## config.mk

```make
export PLATFORM = sky130hd
export DESIGN_NAME = des_cbc_framer_flat
export DESIGN_NICKNAME = d
export VERILOG_FILES = /design/src/rtl/des_cbc_framer_if.sv /design/src/rtl/des_cbc_framer.sv /design/src/flat_wrapper.sv
export SDC_FILE = /design/constraint.sdc
export NUM_CORES = 1
export LEC_CHECK = 0
export BUFFER_PORTS_ARGS = -buffer_cell sky130_fd_sc_hd__buf_2
export CORE_ASPECT_RATIO = 1.4
export CORE_MARGIN = 1
export CORE_UTILIZATION = 54
export CTS_BUF_LIST = sky130_fd_sc_hd__clkbuf_16
export CTS_CLUSTER_SIZE = 8
export DETAILED_ROUTE_END_ITERATION = 8
export HOLD_SLACK_MARGIN = 0.15
export PLACE_DENSITY = 0.8
export RECOVER_POWER = 25
export SLEW_MARGIN = 20
export SYNTH_ARGS = -nofsm -noshare
export SYNTH_HDL_FRONTEND = slang
export SYNTH_SLANG_ARGS = --single-unit
```

## constraint.sdc

```tcl
create_clock -name clk -period 12.3 [get_ports clk]
set_input_delay 1.23 -clock clk [delete_from_list [all_inputs] [get_ports clk]]
set_output_delay 1.23 -clock clk [all_outputs]
set_load 0.05 [all_outputs]
```

## src/rtl/des_cbc_framer_if.sv

```systemverilog
// Byte-stream, configuration and DES-core signals of the CBC framer.
// The master side drives plaintext/config/core result; the slave side is the framer.
interface des_cbc_framer_if;
  logic [63:0] key_in;
  logic        key_load;
  logic [63:0] iv_in;
  logic        iv_load;
  logic        in_valid;
  logic        in_ready;
  logic [7:0]  in_byte;
  logic        in_last;
  logic [63:0] core_message;
  logic [63:0] core_key;
  logic [63:0] core_result;
  logic        out_valid;
  logic        out_ready;
  logic [7:0]  out_byte;
  logic        out_last;
  logic        busy;

  modport master (
    output key_in, key_load, iv_in, iv_load,
    output in_valid, in_byte, in_last, core_result, out_ready,
    input  in_ready, core_message, core_key, out_valid, out_byte, out_last, busy
  );

  modport slave (
    input  key_in, key_load, iv_in, iv_load,
    input  in_valid, in_byte, in_last, core_result, out_ready,
    output in_ready, core_message, core_key, out_valid, out_byte, out_last, busy
  );
endinterface

```

## src/rtl/des_cbc_framer.sv

```systemverilog
// Packs plaintext bytes into 64-bit blocks, chains them through an external
// combinational DES core and streams the ciphertext back out byte by byte.
//
// state   | meaning
// COLLECT | accepting plaintext bytes into blk; key/iv loads allowed at cnt == 0
// SETTLE  | core inputs held stable while core_result settles
// EMIT    | ciphertext shifted out of obuf, MSB byte first
module des_cbc_framer #(
  parameter bit CBC_EN        = 1'b1,
  parameter int SETTLE_CYCLES = 2
) (
  input  logic            clk,
  input  logic            rst,
  des_cbc_framer_if.slave bus
);
  localparam int SW = (SETTLE_CYCLES > 1) ? $clog2(SETTLE_CYCLES) : 1;
  localparam logic [SW-1:0] SETTLE_LAST = SW'(SETTLE_CYCLES - 1);

  typedef enum logic [1:0] {COLLECT, SETTLE, EMIT} state_t;

  state_t          state, state_nxt;
  logic [63:0]     blk, key_r, iv_r, chain, obuf;
  logic [3:0]      cnt;
  logic [2:0]      ocnt;
  logic            final_f;
  logic [SW-1:0]   scnt;

  logic in_acc, out_acc, cfg_ok, blk_done, settle_done, emit_done;

  assign in_acc      = bus.in_valid & bus.in_ready;
  assign out_acc     = bus.out_valid & bus.out_ready;
  assign cfg_ok      = (state == COLLECT) && (cnt == 4'd0);
  assign blk_done    = in_acc && ((cnt[2:0] == 3'd7) || bus.in_last);
  assign settle_done = (state == SETTLE) && (scnt == SETTLE_LAST);
  assign emit_done   = out_acc && (ocnt == 3'd7);

  // ECB mode simply masks the chain; the register still tracks results.
  assign bus.core_message = blk ^ (CBC_EN ? chain : 64'h0);
  assign bus.core_key     = key_r;
  assign bus.out_byte     = obuf[63:56];
  assign bus.busy         = (state != COLLECT) || (cnt != 4'd0);

  always_ff @(posedge clk or posedge rst) begin
    if (rst) state <= COLLECT;
    else     state <= state_nxt;
  end

  always_comb begin
    state_nxt     = state;
    bus.in_ready  = 1'b0;
    bus.out_valid = 1'b0;
    bus.out_last  = 1'b0;
    case (state)
      COLLECT: begin
        bus.in_ready = 1'b1;
        if (blk_done) state_nxt = SETTLE;
      end
      SETTLE: begin
        if (settle_done) state_nxt = EMIT;
      end
      EMIT: begin
        bus.out_valid = 1'b1;
        bus.out_last  = final_f && (ocnt == 3'd7);
        if (emit_done) state_nxt = COLLECT;
      end
      default: state_nxt = COLLECT;
    endcase
  end

  always_ff @(posedge clk or posedge rst) begin
    if (rst) begin
      blk     <= '0;
      key_r   <= '0;
      iv_r    <= '0;
      chain   <= '0;
      obuf    <= '0;
      cnt     <= '0;
      ocnt    <= '0;
      final_f <= 1'b0;
      scnt    <= '0;
    end else begin
      if (cfg_ok && bus.key_load) key_r <= bus.key_in;
      if (cfg_ok && bus.iv_load) begin
        iv_r  <= bus.iv_in;
        chain <= bus.iv_in;
      end
      if (in_acc) begin
        blk[{~cnt[2:0], 3'b000} +: 8] <= bus.in_byte;
        cnt <= cnt + 4'd1;
        if (blk_done) begin
          final_f <= bus.in_last;
          scnt    <= '0;
        end
      end
      if (state == SETTLE) begin
        scnt <= scnt + 1'b1;
        if (settle_done) begin
          obuf  <= bus.core_result;
          chain <= bus.core_result;
          cnt   <= '0;
          blk   <= '0;
        end
      end
      if (out_acc) begin
        obuf <= {obuf[55:0], 8'h00};
        ocnt <= ocnt + 3'd1;
        // A finished message restarts the next one from the IV.
        if (emit_done && final_f) chain <= iv_r;
      end
    end
  end
endmodule

```

## src/flat_wrapper.sv

```systemverilog
// flat-port wrapper written by rule: the top's interface ports become plain ports
module des_cbc_framer_flat 
#(
  parameter bit CBC_EN        = 1'b1,
  parameter int SETTLE_CYCLES = 2
)
  (clk, rst, bus_key_in, bus_key_load, bus_iv_in, bus_iv_load, bus_in_valid, bus_in_byte, bus_in_last, bus_core_result, bus_out_ready, bus_in_ready, bus_core_message, bus_core_key, bus_out_valid, bus_out_byte, bus_out_last, bus_busy);
  des_cbc_framer_if bus_i ();
  input  logic clk;
  input  logic rst;
  input wire logic [$bits(bus_i.key_in)-1:0] bus_key_in;
  input wire logic [$bits(bus_i.key_load)-1:0] bus_key_load;
  input wire logic [$bits(bus_i.iv_in)-1:0] bus_iv_in;
  input wire logic [$bits(bus_i.iv_load)-1:0] bus_iv_load;
  input wire logic [$bits(bus_i.in_valid)-1:0] bus_in_valid;
  input wire logic [$bits(bus_i.in_byte)-1:0] bus_in_byte;
  input wire logic [$bits(bus_i.in_last)-1:0] bus_in_last;
  input wire logic [$bits(bus_i.core_result)-1:0] bus_core_result;
  input wire logic [$bits(bus_i.out_ready)-1:0] bus_out_ready;
  output wire logic [$bits(bus_i.in_ready)-1:0] bus_in_ready;
  output wire logic [$bits(bus_i.core_message)-1:0] bus_core_message;
  output wire logic [$bits(bus_i.core_key)-1:0] bus_core_key;
  output wire logic [$bits(bus_i.out_valid)-1:0] bus_out_valid;
  output wire logic [$bits(bus_i.out_byte)-1:0] bus_out_byte;
  output wire logic [$bits(bus_i.out_last)-1:0] bus_out_last;
  output wire logic [$bits(bus_i.busy)-1:0] bus_busy;
  assign bus_i.key_in = bus_key_in;
  assign bus_i.key_load = bus_key_load;
  assign bus_i.iv_in = bus_iv_in;
  assign bus_i.iv_load = bus_iv_load;
  assign bus_i.in_valid = bus_in_valid;
  assign bus_i.in_byte = bus_in_byte;
  assign bus_i.in_last = bus_in_last;
  assign bus_i.core_result = bus_core_result;
  assign bus_i.out_ready = bus_out_ready;
  assign bus_in_ready = bus_i.in_ready;
  assign bus_core_message = bus_i.core_message;
  assign bus_core_key = bus_i.core_key;
  assign bus_out_valid = bus_i.out_valid;
  assign bus_out_byte = bus_i.out_byte;
  assign bus_out_last = bus_i.out_last;
  assign bus_busy = bus_i.busy;
  des_cbc_framer #(.CBC_EN(CBC_EN), .SETTLE_CYCLES(SETTLE_CYCLES)) u_core (.clk(clk), .rst(rst), .bus(bus_i));
endmodule
```

Yosys cells after proc, flatten, opt, wreduce, memory -nomap -nowiden

Cells that the tools add are included.

Output and inout port bits: 140
Flip-flop bits (word level): 331
Word-level logic and storage cells: 74
Input port bits: 207

Multiplexer cells: 25
Bitwise operators: 4
Equality and inequality tests: 7
Reduce and logical (&&, ||, !) cells: 22
Add/subtract/negate cells: 4
Shift operators: 2

Operators by type and width:

| kind                   | number |
|---|---|
| $mux 64                | 11 |
| $bwmux 64              | 1 |
| $shift 8x8->64 const A | 1 |
| $shiftx 8x8->64        | 1 |
| $xor 64x64->64         | 1 |
| $mux 4                 | 3 |
| $reduce_bool 2->1      | 5 |
| $logic_and 1x1->1      | 8 |
| $neg 6->8              | 1 |
| $eq 3x3->1 const B     | 2 |
| $mux 1                 | 6 |
| $mux 2                 | 3 |
| $ne 2x1->1 const B     | 3 |
| $pmux 2 s3             | 1 |
| $reduce_and 2->1       | 3 |
| $add 4x1->4 const B    | 1 |
| $logic_not 4->1        | 1 |
| $reduce_bool 4->1      | 1 |
| $add 3x1->3 const B    | 1 |
| $not 3->3              | 1 |
| $reduce_and 3->1       | 1 |
| $and 1x1->1            | 2 |
| $eq 2x1->1 const B     | 1 |
| $eq 2x2->1 const B     | 1 |
| other kinds (3)        | 4 |

Longest topological paths before layout

Gate-level depths: netlist of the first run.

Word-level depth: 8
Mapped depth: 10

Worst setup path before layout of the first run

OpenSTA, ideal clock, no wires.

Path kind: register -> output
Start: reg u_core.state[0]
End: out bus_out_last
Cell stages (with the launch flop): 4
Path slack: 9.254 ns
Data arrival time: 1.816 ns
Required time: 11.070 ns
Cell sequence: dfrtp_1 > buf_6 > nor2b_1 > and3_1

Cells in the longest elaborated chain, start to end: 2

RTL lines:

| what                   | RTL line             | RTL |
|---|---|---|
| from (decl)            | des_cbc_framer.sv:21 | `state_t state, state_nxt;` |
| from (signal assigned) | des_cbc_framer.sv:45 | `else state <= state_nxt;` |
| $eq 2x2->1             | des_cbc_framer.sv:53 | `case (state)` |
| $mux 1                 | des_cbc_framer.sv:53 |  |
| to (decl)              | flat_wrapper.sv:25   | `output wire logic [$bits(bus_i.out_last)-1:0] bus_out_last;` |

Every way passes these cells.

Final worst setup path of the first run

Start: in bus_out_ready
End: reg u_core.obuf[19]

Cells in the longest elaborated chain, start to end: 3
Elaborated cells between the ends (all ways): 5
Classes of those cells: mux: 1; bitwise: 1; reduce/logical: 3

RTL lines:

| what                               | RTL line              | RTL |
|---|---|---|
| from (decl)                        | flat_wrapper.sv:19    | `input wire logic [$bits(bus_i.out_ready)-1:0] bus_out_ready;` |
| $and 1x1->1 (*)                    | des_cbc_framer.sv:31  | `assign out_acc = bus.out_valid & bus.out_ready;` |
| $reduce_bool 2->1 (no source line) | n/a                   |  |
| $reduce_and 2->1 (no source line)  | n/a                   |  |
| to (signal assigned)               | des_cbc_framer.sv:98  | `obuf <= bus.core_result;` |
| to (signal assigned)               | des_cbc_framer.sv:105 | `obuf <= {obuf[55:0], 8'h00};` |
| to (decl)                          | des_cbc_framer.sv:22  | `logic [63:0] blk, key_r, iv_r, chain, obuf;` |

Mark *: on every way between the ends. The rest lies on a longest branch, timed or not.
A chain may end at the register's enable or synchronous reset.

==> summary.txt, run 1 <==
Outcome
  – Status: finished with violations
  – Failing checks: capacitance limit, slew limit

Timing
  – Achievable Freq: approximately 170 MHz
  – Relative slew margins: -2.145
  – RSZ-0062 raised after global routing: false
  – Final Max Tran Viols: 197
  – Fin crit period: about 5.8 ns
  – Worst Skew: 0.01596 ns
  – Hold Violations, Final: 0
  – Post-route setup TNS: 0 ns
  – Period Utilization, post-route: 0.4703
  – Final setup fails: 0
  – Least-Margin Pin Slew: 4.691 ns

Synth
  – Post-Syn Nets: 1703
  – Post-synth top cells: 392 x nand2_1, 331 x dfrtp_1, 85 x o21ai_0
  – Register bit total from synthesis: roughly 330
  – Cell type with the highest aggregate area in the netlist: dfrtp_1
  – Synth cell types: 42
  – Post-Synthesis Cells: 1490
  – Fraction of registers with async set/reset: 1.000
  – Main synth FF type: dfrtp_1
  – EDFF count, synth: 0
  – Most common cell in the netlist: nand2_1
  – Cell area after synthesis: 15240 um2
  – Synthesized area per cell: 10.23 um2
  – Ranking of synthesized cells by area: dfrtp_1 54%, nand2_1 9.7%, mux2_2 4.9%
  – Post-synthesis sequential area ratio: 0.5433
  – Ys Warns: 0
  – Area share of the largest cell type after synthesis: 0.5433

GRT
  – Antenna violations before repair: 3
  – Pin count of the biggest net entering global routing: 106
  – Total track usage: 0.3339
  – First-pass GRT wire length: 72.33 mm
  – Number of global-route vias before repair: 12900
  – Gr ovfl total: 0

Route
  – DR vias/cell: 5.924
  – Antenna Nets Post-Route: 0
  – Drt initial violations: ~950
  – Final WL: 47.05 mm
  – Post-route DRC: 0
  – Wire per inst: 21.86 um
  – DRT Pass-1 Iters: 5
  – Via count: 12750

Clock network
  – Max clock buf depth: 3
  – CTS tree: yes
  – Post-CTS Hold Buffers: 0
  – Worst skew pair latency: 0.55 ns
  – CTS resizes: 0
  – Root buffer cell: clkbuf_16
  – Worst-path clk slew: 0.05 ns
  – Num CTS Buffers: 47
  – Setup Fix Bufs, Post-CTS: 0
  – H-tree depth: 2
  – # clock sinks: 331

Worst setup path
  – Critical Path, Cell by Cell: buf_2 > and3b_2 > clkbuf_1 > nor2_1 > buf_4 > nand2_1 > nand2_1
  – Worst path most repeated cell: nand2_1
  – Reg2Reg Depth: 6
  – Worst reg2reg path endpoint: u_core.obuf[19]$_DFFE_PP0P_
  – R2R Path Start: u_core.state[1]$_DFFE_PP0P_
  – Critical path fanouts, max: 62
  – Worst setup SP type: primary input
  – Worst Path Arrival: slightly above 6 ns
  – WS Path Type: primary input to flip-flop
  – Required time worst endpoint: between 10 and 15 ns
  – Endpoint class of the critical path: flip-flop
  – Critical path's slowest cell: clkbuf_1
  – CP peak stage delay: 2.23 ns
  – Worst R2R Setup Slack: 6.69 ns

Floorplan
  – Die Span X: about 140 um
  – Rows: 72
  – Die ar.: 28920 um2
  – I/O pins: 347
  – Initial Util: 0.5512
  – Die outline height: 200.8 um
  – Core area: 27660 um2

Power and ir drop
  – Sw Share: 0.4847
  – Cell Int Power: 3.082 mW
  – Clock power share: 0.190
  – PwrDens: 331.3 nW/um2
  – Leakage: about 9.1 nW
  – Psw: 2.900 mW
  – VDD IR max: 200.4 uV
  – Seq pwr share: 0.326
  – Logic pwr share: 0.484

Cells and area
  – Layout area overhead: 18.43%
  – Layout cells sized above 1: 0.2459
  – Finished Layout Cells: 2152
  – Post-layout nets: 1993

Min path
  – Hold Path Depth: 2
  – Worst Hold End: u_core.iv_r[21]$_DFFE_PP0N_
  – Worst hold-check path type: flip-flop to flip-flop
  – Hold path start: u_core.iv_r[21]$_DFFE_PP0N_

Placement
  – Gpl congestion: just over 0.9
  – Hpwl dp: 31.78 mm
  – IO Port Bufs: 346
  – Placed cells: 2101

Job
  – Max_cap viols: 3
[kinds of logic after synthesis]
kind of cell / Yosys count / share of synthesized area
xor gates and xnor gates: 66 / 0.03792
and+or+nand+nor: 493 / 0.1349
DFF: 331 / 0.5433
muxes: 112 / 0.07904
buffers and inverters: 131 / 0.04604
AOI/OAI and AO/OA: 351 / 0.1538
adders and majority gates: 6 / 0.004924
[state kept, by name (all words and copies together), names as in the netlist]
register             cells
u_core.blk              64
u_core.bus.core_key     64
u_core.chain            64
u_core.iv_r             64
u_core.obuf             64
u_core.cnt               4
u_core.ocnt              3
u_core.state             2
u_core.final_f           1
u_core.scnt              1
[metal layers]
metal,share of wire,global-route usage
met5,0,0
met1,0.36,0.3898
met2,0.49,0.5521
met4,0.062,0.1972
met3,0.083,0.08111
[power groups by stage]
stage,Sequential [mW],Combinational (mW),Clock [mW]
2_1_floorplan,2.20,1.95,0
3_3_place_gp,1.92,2.87,0
3_5_place_dp,1.94,2.92,0
4_1_cts,1.94,2.94,1.15
5_1_grt,2.00,3.10,1.19
6_report,1.95,2.90,1.13
[cell type report]
cell class | count | area (um2)
fill | 2234 | 9603
sequential | 331 | 8283
multi-input combinational | 1028 | 6245
timing repair buffer | 364 | 1795
clock buffer | 49 | 1226
tap | 370 | 462.9
inverter | 8 | 31.28
clock inverter | 1 | 7.507
antenna | 1 | 2.502
[critical path, delay by kind of cell]
family / cells / cell delay, ns
simple gates: 4 / 1.93
buf+inv: 3 / 3.00
[through the flow]
step	setup slack (ns)	cell area, um2	hold WS (ns)	total power, mW	utilization
5_1_grt	6.143	18050	0.4849	6.286	0.6528
2_1_floorplan	1.902	15240	0.4455	4.150	-
3_3_place_gp	8.355	16940	0.4558	4.787	0.6124
6_report	6.516	18050	0.4717	5.982	0.6528
3_5_place_dp	8.296	16940	0.4617	4.867	0.6124
4_1_cts	8.704	18170	0.4735	6.020	0.6570
[worst max path at each step]
stage          cells after the start  slack (ns)                         from                     endpoint
6_report                           7        6.52                bus_out_ready  u_core.obuf[19]$_DFFE_PP0P_
5_1_grt                            7        6.14                bus_out_ready  u_core.obuf[26]$_DFFE_PP0P_
4_1_cts                            6        8.70  u_core.state[0]$_DFFE_PP0P_   u_core.chain[28]$_DFF_PP0_
3_5_place_dp                       4        8.30                          rst     u_core.blk[19]$_DFF_PP0_
3_3_place_gp                       4        8.36                          rst     u_core.blk[29]$_DFF_PP0_
2_1_floorplan                      1        1.90                          rst      u_core.blk[0]$_DFF_PP0_
[placed cells by master, fill, tap and decap left out, drive strengths merged, types with 6 or more instances in the layout]
cell type  netlist  layout
a22oi           56      56
nand2          392     392
nand3           20      20
ha               6       6
mux2i           45      45
mux2            67      67
inv              8       7
and2             8       8
a41oi           62      62
o21ai          145     145
a22o             9       9
clkbuf          40     105
buf             83     308
xor2            66      66
dfrtp          331     331
a21boi          62      62
nor2            51      51
a21oi           10      10
No activity file was read; power rests on OpenSTA's default activity.
==> inputs of run 2 (changes only) <==
--- a/config.mk
+++ b/config.mk
@@ -8,12 +8,12 @@
 export BUFFER_PORTS_ARGS = -buffer_cell sky130_fd_sc_hd__buf_2
 export CORE_ASPECT_RATIO = 1.4
 export CORE_MARGIN = 1
-export CORE_UTILIZATION = 54
+export CORE_UTILIZATION = 49
 export CTS_BUF_LIST = sky130_fd_sc_hd__clkbuf_16
 export CTS_CLUSTER_SIZE = 8
 export DETAILED_ROUTE_END_ITERATION = 8
 export HOLD_SLACK_MARGIN = 0.15
-export PLACE_DENSITY = 0.8
+export PLACE_DENSITY = 0.76
 export RECOVER_POWER = 25
 export SLEW_MARGIN = 20
 export SYNTH_ARGS = -nofsm -noshare
==> constraint.sdc (replaced) <==
create_clock -name clk -period 4.9 [get_ports clk]
set_input_delay 0.49 -clock clk [delete_from_list [all_inputs] [get_ports clk]]
set_output_delay 0.49 -clock clk [all_outputs]
set_load 0.05 [all_outputs]
==> run 2 against run 1 <==
The flow now finishes without violations; global-route usage is 1.9 points lower; critical path depth is 1 lower; via count grew 2.6%; critical path type is now flip-flop to output pin; critical endpoint is now bus_busy.
==> summary.txt, run 2 (synthesis gave the netlist of run 1 again) <==
Worst setup path
  – WS Path Type: flip-flop to output pin
  – Critical path fanouts, max: 19 (-69%)
  – Required time worst endpoint: 4.41 ns (-8.29 ns)
  – Endpoint class of the critical path: output pin
  – Worst Path Arrival: 2.32 ns (-3.86 ns)
  – Worst setup SP type: flip-flop

Floorplan
  – Die outline height: 210.7 um (+4.9%)
  – Die Span X: 151.1 um (+4.9%)
  – Die ar.: 31830 um2 (+10%)
  – Initial Util: 0.4963 (-0.05488)
  – I/O pins: 347 (unchanged)
  – Core area: 30710 um2 (+11%)
  – Rows: 76 (+5.6%)

Clock network
  – Num CTS Buffers: 47 (unchanged)
  – H-tree depth: 2 (unchanged)
  – Root buffer cell: clkbuf_16
  – CTS tree: yes
  – Setup Fix Bufs, Post-CTS: 0 (unchanged)
  – Worst-path clk slew: 0.05 ns (about the same)
  – Max clock buf depth: 3 (unchanged)
  – # clock sinks: 331 (unchanged)
  – Worst skew pair latency: 0.56 ns (about the same)

GRT
  – Antenna violations before repair: 7 (+4)
  – Pin count of the biggest net entering global routing: 177 (+67%)
  – First-pass GRT wire length: 75.39 mm (+4.2%)
  – Total track usage: 0.3152 (-0.01865)
  – Gr ovfl total: 0 (unchanged)
  – Number of global-route vias before repair: 13310 (+3.2%)

Cells and area
  – Layout cells sized above 1: 0.2768 (+0.03090)
  – Layout area overhead: 22.01%
  – Commonest non-fill, non-tap cell in the layout: nand2_1
  – Finished Layout Cells: 2212 (+2.8%)
  – Most frequent cells in the layout: 392 x nand2_1, 346 x buf_2, 331 x dfrtp_1, 85 x o21ai_0, 67 x mux2_2
  – Post-layout nets: 2028 (+1.8%)

Timing
  – Final setup fails: 0 (unchanged)
  – Fin crit period: between 2 and 3 ns
  – Final Max Tran Viols: 0 (-100%)
  – Achievable Freq: 355.4 MHz
  – Fin Hold WS: 0.1546 ns (-0.3172 ns)
  – Worst Skew: 0.01818 ns (+0.002218 ns)
  – Hold Violations, Final: 0 (unchanged)
  – Period Utilization, post-route: 0.5742
  – Least-Margin Pin Slew: 1.012 ns (-3.680 ns)
  – RSZ-0062 raised after global routing: false
  – Relative slew margins: 0.3256 (+2.470)

Route
  – Final WL: 49.48 mm (+5.2%)
  – Drt initial violations: 1383 (+46%)
  – Wire per inst: 22.37 um (+2.3%)
  – Antenna Nets Post-Route: 0 (unchanged)
  – DRT Pass-1 Iters: 7 (+2)
  – DR vias/cell: 5.915 (-0.14%)
  – Via count: 13090 (+2.6%)
  – Post-route DRC: 0 (unchanged)

Placement
  – Hpwl dp: 32.84 mm (+3.3%)
  – Placed cells: 2124 (+1.1%)
  – Gpl congestion: 0.8889 (-1.8%)
  – IO Port Bufs: 346 (unchanged)

Job
  – Max_cap viols: 0 (-3)

Min path
  – Worst hold-check path type: primary input to flip-flop

Power and ir drop
  – VDD IR max: 508.3 uV (+150%)
  – PwrDens: 818.1 nW/um2 (+150%)
  – Total power draw: 15.22 mW (+150%)
  – Leakage: 9.457 nW (+3.8%)

Outcome
  – Status: finished clean
## run 2: stage by stage
step | setup slack (ns) | cell area [um2] | setup TNS (ns) | util
3_5_place_dp | 2.215 | 17020 | 0 | 0.5541
4_1_cts | 2.087 | 18560 | 0 | 0.6044
5_1_grt | 1.961 | 18600 | 0 | 0.6054
3_3_place_gp | 2.265 | 17020 | 0 | 0.5541
6_report | 2.087 | 18600 | 0 | 0.6056
2_1_floorplan | -0.01065 | 15250 | -3.527 | -
## run 2: path summary, 6_finish.rpt
path / from / end / slack, ns / depth (start not counted)
worst max-delay path: u_core.cnt[0]$_DFF_PP0_ / bus_busy / 2.09 / 6
worst min-delay path: bus_iv_in[24] / u_core.iv_r[24]$_DFFE_PP0N_ / 0.15 / 3
worst max register to register: u_core.state[1]$_DFFE_PP0P_ / u_core.chain[20]$_DFF_PP0_ / 2.17 / 5
worst min register to register: u_core.obuf[60]$_DFFE_PP0P_ / u_core.obuf[60]$_DFFE_PP0P_ / 0.47 / 2
max in group asynchronous: rst / u_core.bus.core_key[28]$_DFFE_PP0P_ / 3.85 / 3
min in group asynchronous: rst / u_core.iv_r[56]$_DFFE_PP0N_ / 0.23 / 3
## run 2: critical path, stage by stage (launching register included)
cell and delay (ns):
dfrtp_1 0.46, inv_1 0.13, ha_1 0.16, nor3b_4 0.37, buf_4 0.35, nand2_1 0.08
buf_2 0.22
## run 2: cell type report
| cell class | count | area [um2] |
|---|---|---|
| Clock buffer | 48 | 1201 |
| Clock inverter | 3 | 32.53 |
| Inverter | 8 | 31.28 |
| Tap cell | 390 | 488.0 |
| Timing Repair Buffer | 399 | 2265 |
| Sequential cell | 331 | 8283 |
| Multi-Input combinational cell | 1028 | 6287 |
| Antenna cell | 5 | 12.51 |
| Fill cell | 2582 | 12110 |
## run 2: what timing repair did
| action | CTS | global route |
|---|---|---|
| setup endpoints to repair | 0 | 0 |
| gates resized for setup | 0 | 0 |
| endpoints found under the hold margin | 31 | 0 |
| hold buffers | 31 | 0 |
## run 2: routing by layer
layer	track usage	part of all wire
met5	0	0.00036
met4	0.1803	0.061
met3	0.07063	0.086
met2	0.5212	0.49
met1	0.3754	0.37
## run 2: where the power goes
| group | switching (mW) | internal, mW | leakage [nW] | total [mW] |
|---|---|---|---|---|
| sequential | 0.886 | 3.99 | 4.14 | 4.87 |
| combinational | 5.35 | 2.14 | 4.71 | 7.49 |
| clock | 1.14 | 1.71 | 0.603 | 2.85 |
| total | 7.38 | 7.84 | 9.46 | 15.2 |
==> inputs of run 3 (changes only) <==
--- a/config.mk
+++ b/config.mk
@@ -5,15 +5,16 @@
 export SDC_FILE = /design/constraint.sdc
 export NUM_CORES = 1
 export LEC_CHECK = 0
+export ABC_AREA = 1
 export BUFFER_PORTS_ARGS = -buffer_cell sky130_fd_sc_hd__buf_2
 export CORE_ASPECT_RATIO = 1.4
 export CORE_MARGIN = 1
-export CORE_UTILIZATION = 49
+export CORE_UTILIZATION = 54
 export CTS_BUF_LIST = sky130_fd_sc_hd__clkbuf_16
 export CTS_CLUSTER_SIZE = 8
 export DETAILED_ROUTE_END_ITERATION = 8
 export HOLD_SLACK_MARGIN = 0.15
-export PLACE_DENSITY = 0.76
+export PLACE_DENSITY = 0.8
 export RECOVER_POWER = 25
 export SLEW_MARGIN = 20
 export SYNTH_ARGS = -nofsm -noshare
==> constraint.sdc (replaced) <==
create_clock -name clk -period 2.64 [get_ports clk]
set_input_delay 0.264 -clock clk [delete_from_list [all_inputs] [get_ports clk]]
set_output_delay 0.264 -clock clk [all_outputs]
set_load 0.05 [all_outputs]
==> run 3 against run 2 <==
The run now ends with capacitance limit, slew limit left; highest routed layer unchanged; sequential cell count did not move; routed wire length grew 5.9%; critical path type is now flip-flop to flip-flop; synthesized cell count grew 25%; global-route usage increased by 5.3 points; die area shrank 9.1%; first-iteration DRC count fell by 17%; via count rose by 16%.
==> summary.txt, run 3 <==
Outcome
  – Status: finished with violations
  – Failing checks: capacitance limit, slew limit

Route
  – Post-route DRC: 0 (unchanged)
  – Wire per inst: 19.09 um (-15%)
  – Final WL: 52.42 mm (+5.9%)
  – DRT Pass-1 Iters: 6 (-1)
  – Drt initial violations: 1144 (-17%)
  – Antenna Nets Post-Route: 0 (unchanged)
  – DR vias/cell: 5.507 (-6.9%)
  – Via count: 15120 (+16%)

Clock network
  – Num CTS Buffers: 47 (unchanged)
  – Root buffer cell: clkbuf_16
  – Worst skew pair latency: 0.55 ns (about the same)
  – Max clock buf depth: 3 (unchanged)
  – Worst-path clk slew: 0.05 ns (about the same)
  – Setup Fix Bufs, Post-CTS: 0 (unchanged)
  – # clock sinks: 331 (unchanged)
  – CTS tree: yes
  – CTS resizes: 0 (unchanged)
  – H-tree depth: 2 (unchanged)

Timing
  – Post-route setup TNS: 0 ns (unchanged)
  – Relative slew margins: -0.2071 (-0.5327)
  – Achievable Freq: approximately 430 MHz
  – Final setup fails: 0 (unchanged)
  – Final Max Tran Viols: 250 (+250)
  – Least-Margin Pin Slew: 1.811 ns (+0.7991 ns)
  – Hold Violations, Final: 0 (unchanged)
  – Fin crit period: 2.348 ns
  – Period Utilization, post-route: 0.8895
  – Worst Skew: 0.02080 ns (+0.002618 ns)
  – RSZ-0062 raised after global routing: false

Power and ir drop
  – Total power draw: 27.56 mW (+81%)
  – VDD IR max: 1050 uV (+110%)
  – Leakage: 11.12 nW (+18%)
  – PwrDens: 1350 nW/um2 (+65%)

Worst setup path
  – CP peak stage delay: 0.74 ns (+0.28 ns)
  – Critical path fanouts, max: 61 (+42)
  – Worst setup SP type: flip-flop
  – Endpoint class of the critical path: flip-flop
  – WS Path Type: flip-flop to flip-flop
  – Critical Path, Cell by Cell: inv_2 > nand2_2 > nor2_2 > inv_4 > nand2_1 > clkinv_2 > nand2_1 > nand3b_1
  – Worst path most repeated cell: nand2_1
  – Worst R2R Setup Slack: 0.29 ns (-1.88 ns)
  – Worst Path Arrival: 2.76 ns (+0.44 ns)
  – Critical path's slowest cell: clkinv_2
  – Required time worst endpoint: 3.05 ns (-1.36 ns)

GRT
  – Gr ovfl total: 0 (unchanged)
  – Antenna violations before repair: 4 (-3)
  – Pin count of the biggest net entering global routing: 194 (+9.6%)
  – Number of global-route vias before repair: 15600 (+17%)
  – Total track usage: 0.3686 (+0.05340)
  – First-pass GRT wire length: 81.18 mm (+7.7%)

Cells and area
  – Post-layout nets: 2586 (+28%)
  – Layout area overhead: 33.84%
  – Post-layout instance area: 20420 um2 (+9.8%)
  – Layout cells sized above 1: 0.1858 (-0.09107)
  – Commonest non-fill, non-tap cell in the layout: nand2_1
  – Filler cells: 1940 (-25%)
  – Area of the multi-input gates: 6008 um2 (-4.4%)
  – Finished Layout Cells: 2745 (+24%)
  – Most frequent cells in the layout: 645 x nand2_1, 345 x buf_2, 331 x dfrtp_1, 221 x nor2_1, 208 x dlygate4sd3_1
  – Register Area: 8283 um2 (unchanged)
  – Final core occ: 0.7360 (+0.1304)

Synth
  – Fraction of registers with async set/reset: 1.000 (unchanged)
  – Cell type with the highest aggregate area in the netlist: dfrtp_1
  – Ranking of synthesized cells by area: dfrtp_1 54%, nand2_1 16%, nor2_1 5.4%
  – EDFF count, synth: 0 (unchanged)
  – Post-Syn Nets: 2069 (+21%)
  – Post-Synthesis Cells: 1856 (+25%)
  – Cell area after synthesis: 15260 um2 (about the same)
  – Post-synthesis sequential area ratio: 0.5428 (about the same)
  – Synth cell types: 30 (-29%)
  – Main synth FF type: dfrtp_1
  – Post-synth top cells: 645 x nand2_1, 331 x dfrtp_1, 221 x nor2_1
  – Register bit total from synthesis: 331 (unchanged)
  – Synthesized area per cell: 8.221 um2 (-20%)
  – Most common cell in the netlist: nand2_1
  – Area share of the largest cell type after synthesis: 0.5428 (about the same)
  – Ys Warns: 0 (unchanged)

Floorplan
  – Initial Util: 0.5499 (+0.05359)
  – Rows: 72 (-5.3%)
  – Core area: 27750 um2 (-9.7%)
  – I/O pins: 347 (unchanged)
  – Die ar.: 28940 um2 (-9.1%)
  – Die Span X: 144.1 um (-4.6%)
  – Die outline height: 200.9 um (-4.7%)

Placement
  – Placed cell area: 17140 um2 (+0.74%)
  – Hpwl dp: 31.76 mm (-3.3%)
  – Placed cells: 2486 (+17%)
  – Gpl congestion: 0.9155 (+3.0%)
  – IO Port Bufs: 346 (unchanged)

Min path
  – Worst hold-check path type: primary input to asynchronous set/reset pin

Job
  – Max_cap viols: 2 (+2)
-- run 3: cell types whose count changed after synthesis, moves of 37 or more --
cell	before	now
nand2_1	392	645
nor2_1	49	221
nand3_1	17	134
inv_1	8	94
a21oi_1	10	85
mux2_2	67	0
a41oi_1	62	0
a22oi_1	56	0
o21ai_1	60	10
mux2i_1	45	0
a21boi_0	42	0
nand3b_1	1	38
-- run 3: repair_timing --
action                     CTS  global route
hold buffers               208             0
setup endpoints to repair    0             0
hold endpoints to repair   607             0
-- run 3: cells by family (layout without fill, tap and decap cells) --
group,Yosys count,in the layout,share of synthesized area
simple gates,1062,1062,0.2877
flops,331,331,0.5428
buf+inv,211,729,0.06429
compound gates,181,181,0.06298
xor+xnor,65,65,0.03731
fa+ha+maj,6,6,0.004920
other cells,0,1,0
-- run 3: final timing paths --
| kind | from | endpoint | cells after the start |
|---|---|---|---|
| worst max-delay path | u_core.state[1]$_DFFE_PP0P_ | u_core.obuf[43]$_DFFE_PP0P_ | 8 |
| worst min-delay path | rst | u_core.iv_r[6]$_DFFE_PP0N_ | 3 |
| worst max register to register | u_core.state[1]$_DFFE_PP0P_ | u_core.obuf[43]$_DFFE_PP0P_ | 8 |
| worst min register to register | u_core.cnt[3]$_DFF_PP0_ | u_core.cnt[3]$_DFF_PP0_ | 1 |
| max in group asynchronous | rst | u_core.chain[41]$_DFF_PP0_ | 4 |
| min in group clk | bus_core_result[32] | u_core.chain[32]$_DFF_PP0_ | 5 |
-- run 3: per-stage QoR --
stage               hold slack, ns  worst slack, ns
finish                      0.1352           0.2916
detailed placement          0.1831           0.4248
CTS                         0.1678           0.3969
global route                0.1742          0.08324
global placement            0.1844           0.4537
floorplan                   0.3922           -2.045
-- run 3: layer usage --
layer	GRT usage	wire length (um)	vias up
met3	0.07777	4307	233
met1	0.4273	19170	7170
met5	0	53	-
met2	0.6171	25500	881
li1	-	-	6826
met4	0.2264	3383	8
-- run 3: cell type report --
| class | instances | share of cell area |
|---|---|---|
| clock inverters | 1 | 0.0003676 |
| flip-flops and latches | 331 | 0.4056 |
| well taps | 370 | 0.02267 |
| clock buffers | 49 | 0.06004 |
| repair buffers | 576 | 0.1978 |
| inverters | 103 | 0.01918 |
| multi-input cells | 1314 | 0.2942 |
| diodes | 1 | 0.0001225 |
-- run 3: critical path, delay by kind of cell (launching register included) --
kind / cells / cell delay, ns
buffers and inverters: 3 / 0.90
and+or+nand+nor: 5 / 0.86
DFF: 1 / 0.41
-- run 3: report_power, final --
part / internal, mW / leakage, nW / switching, mW
Combinational: 3.46 / 6.37 / 9.64
Sequential: 7.47 / 4.15 / 1.68
Clock: 3.22 / 0.604 / 2.09
Total: 14.2 / 11.1 / 13.4
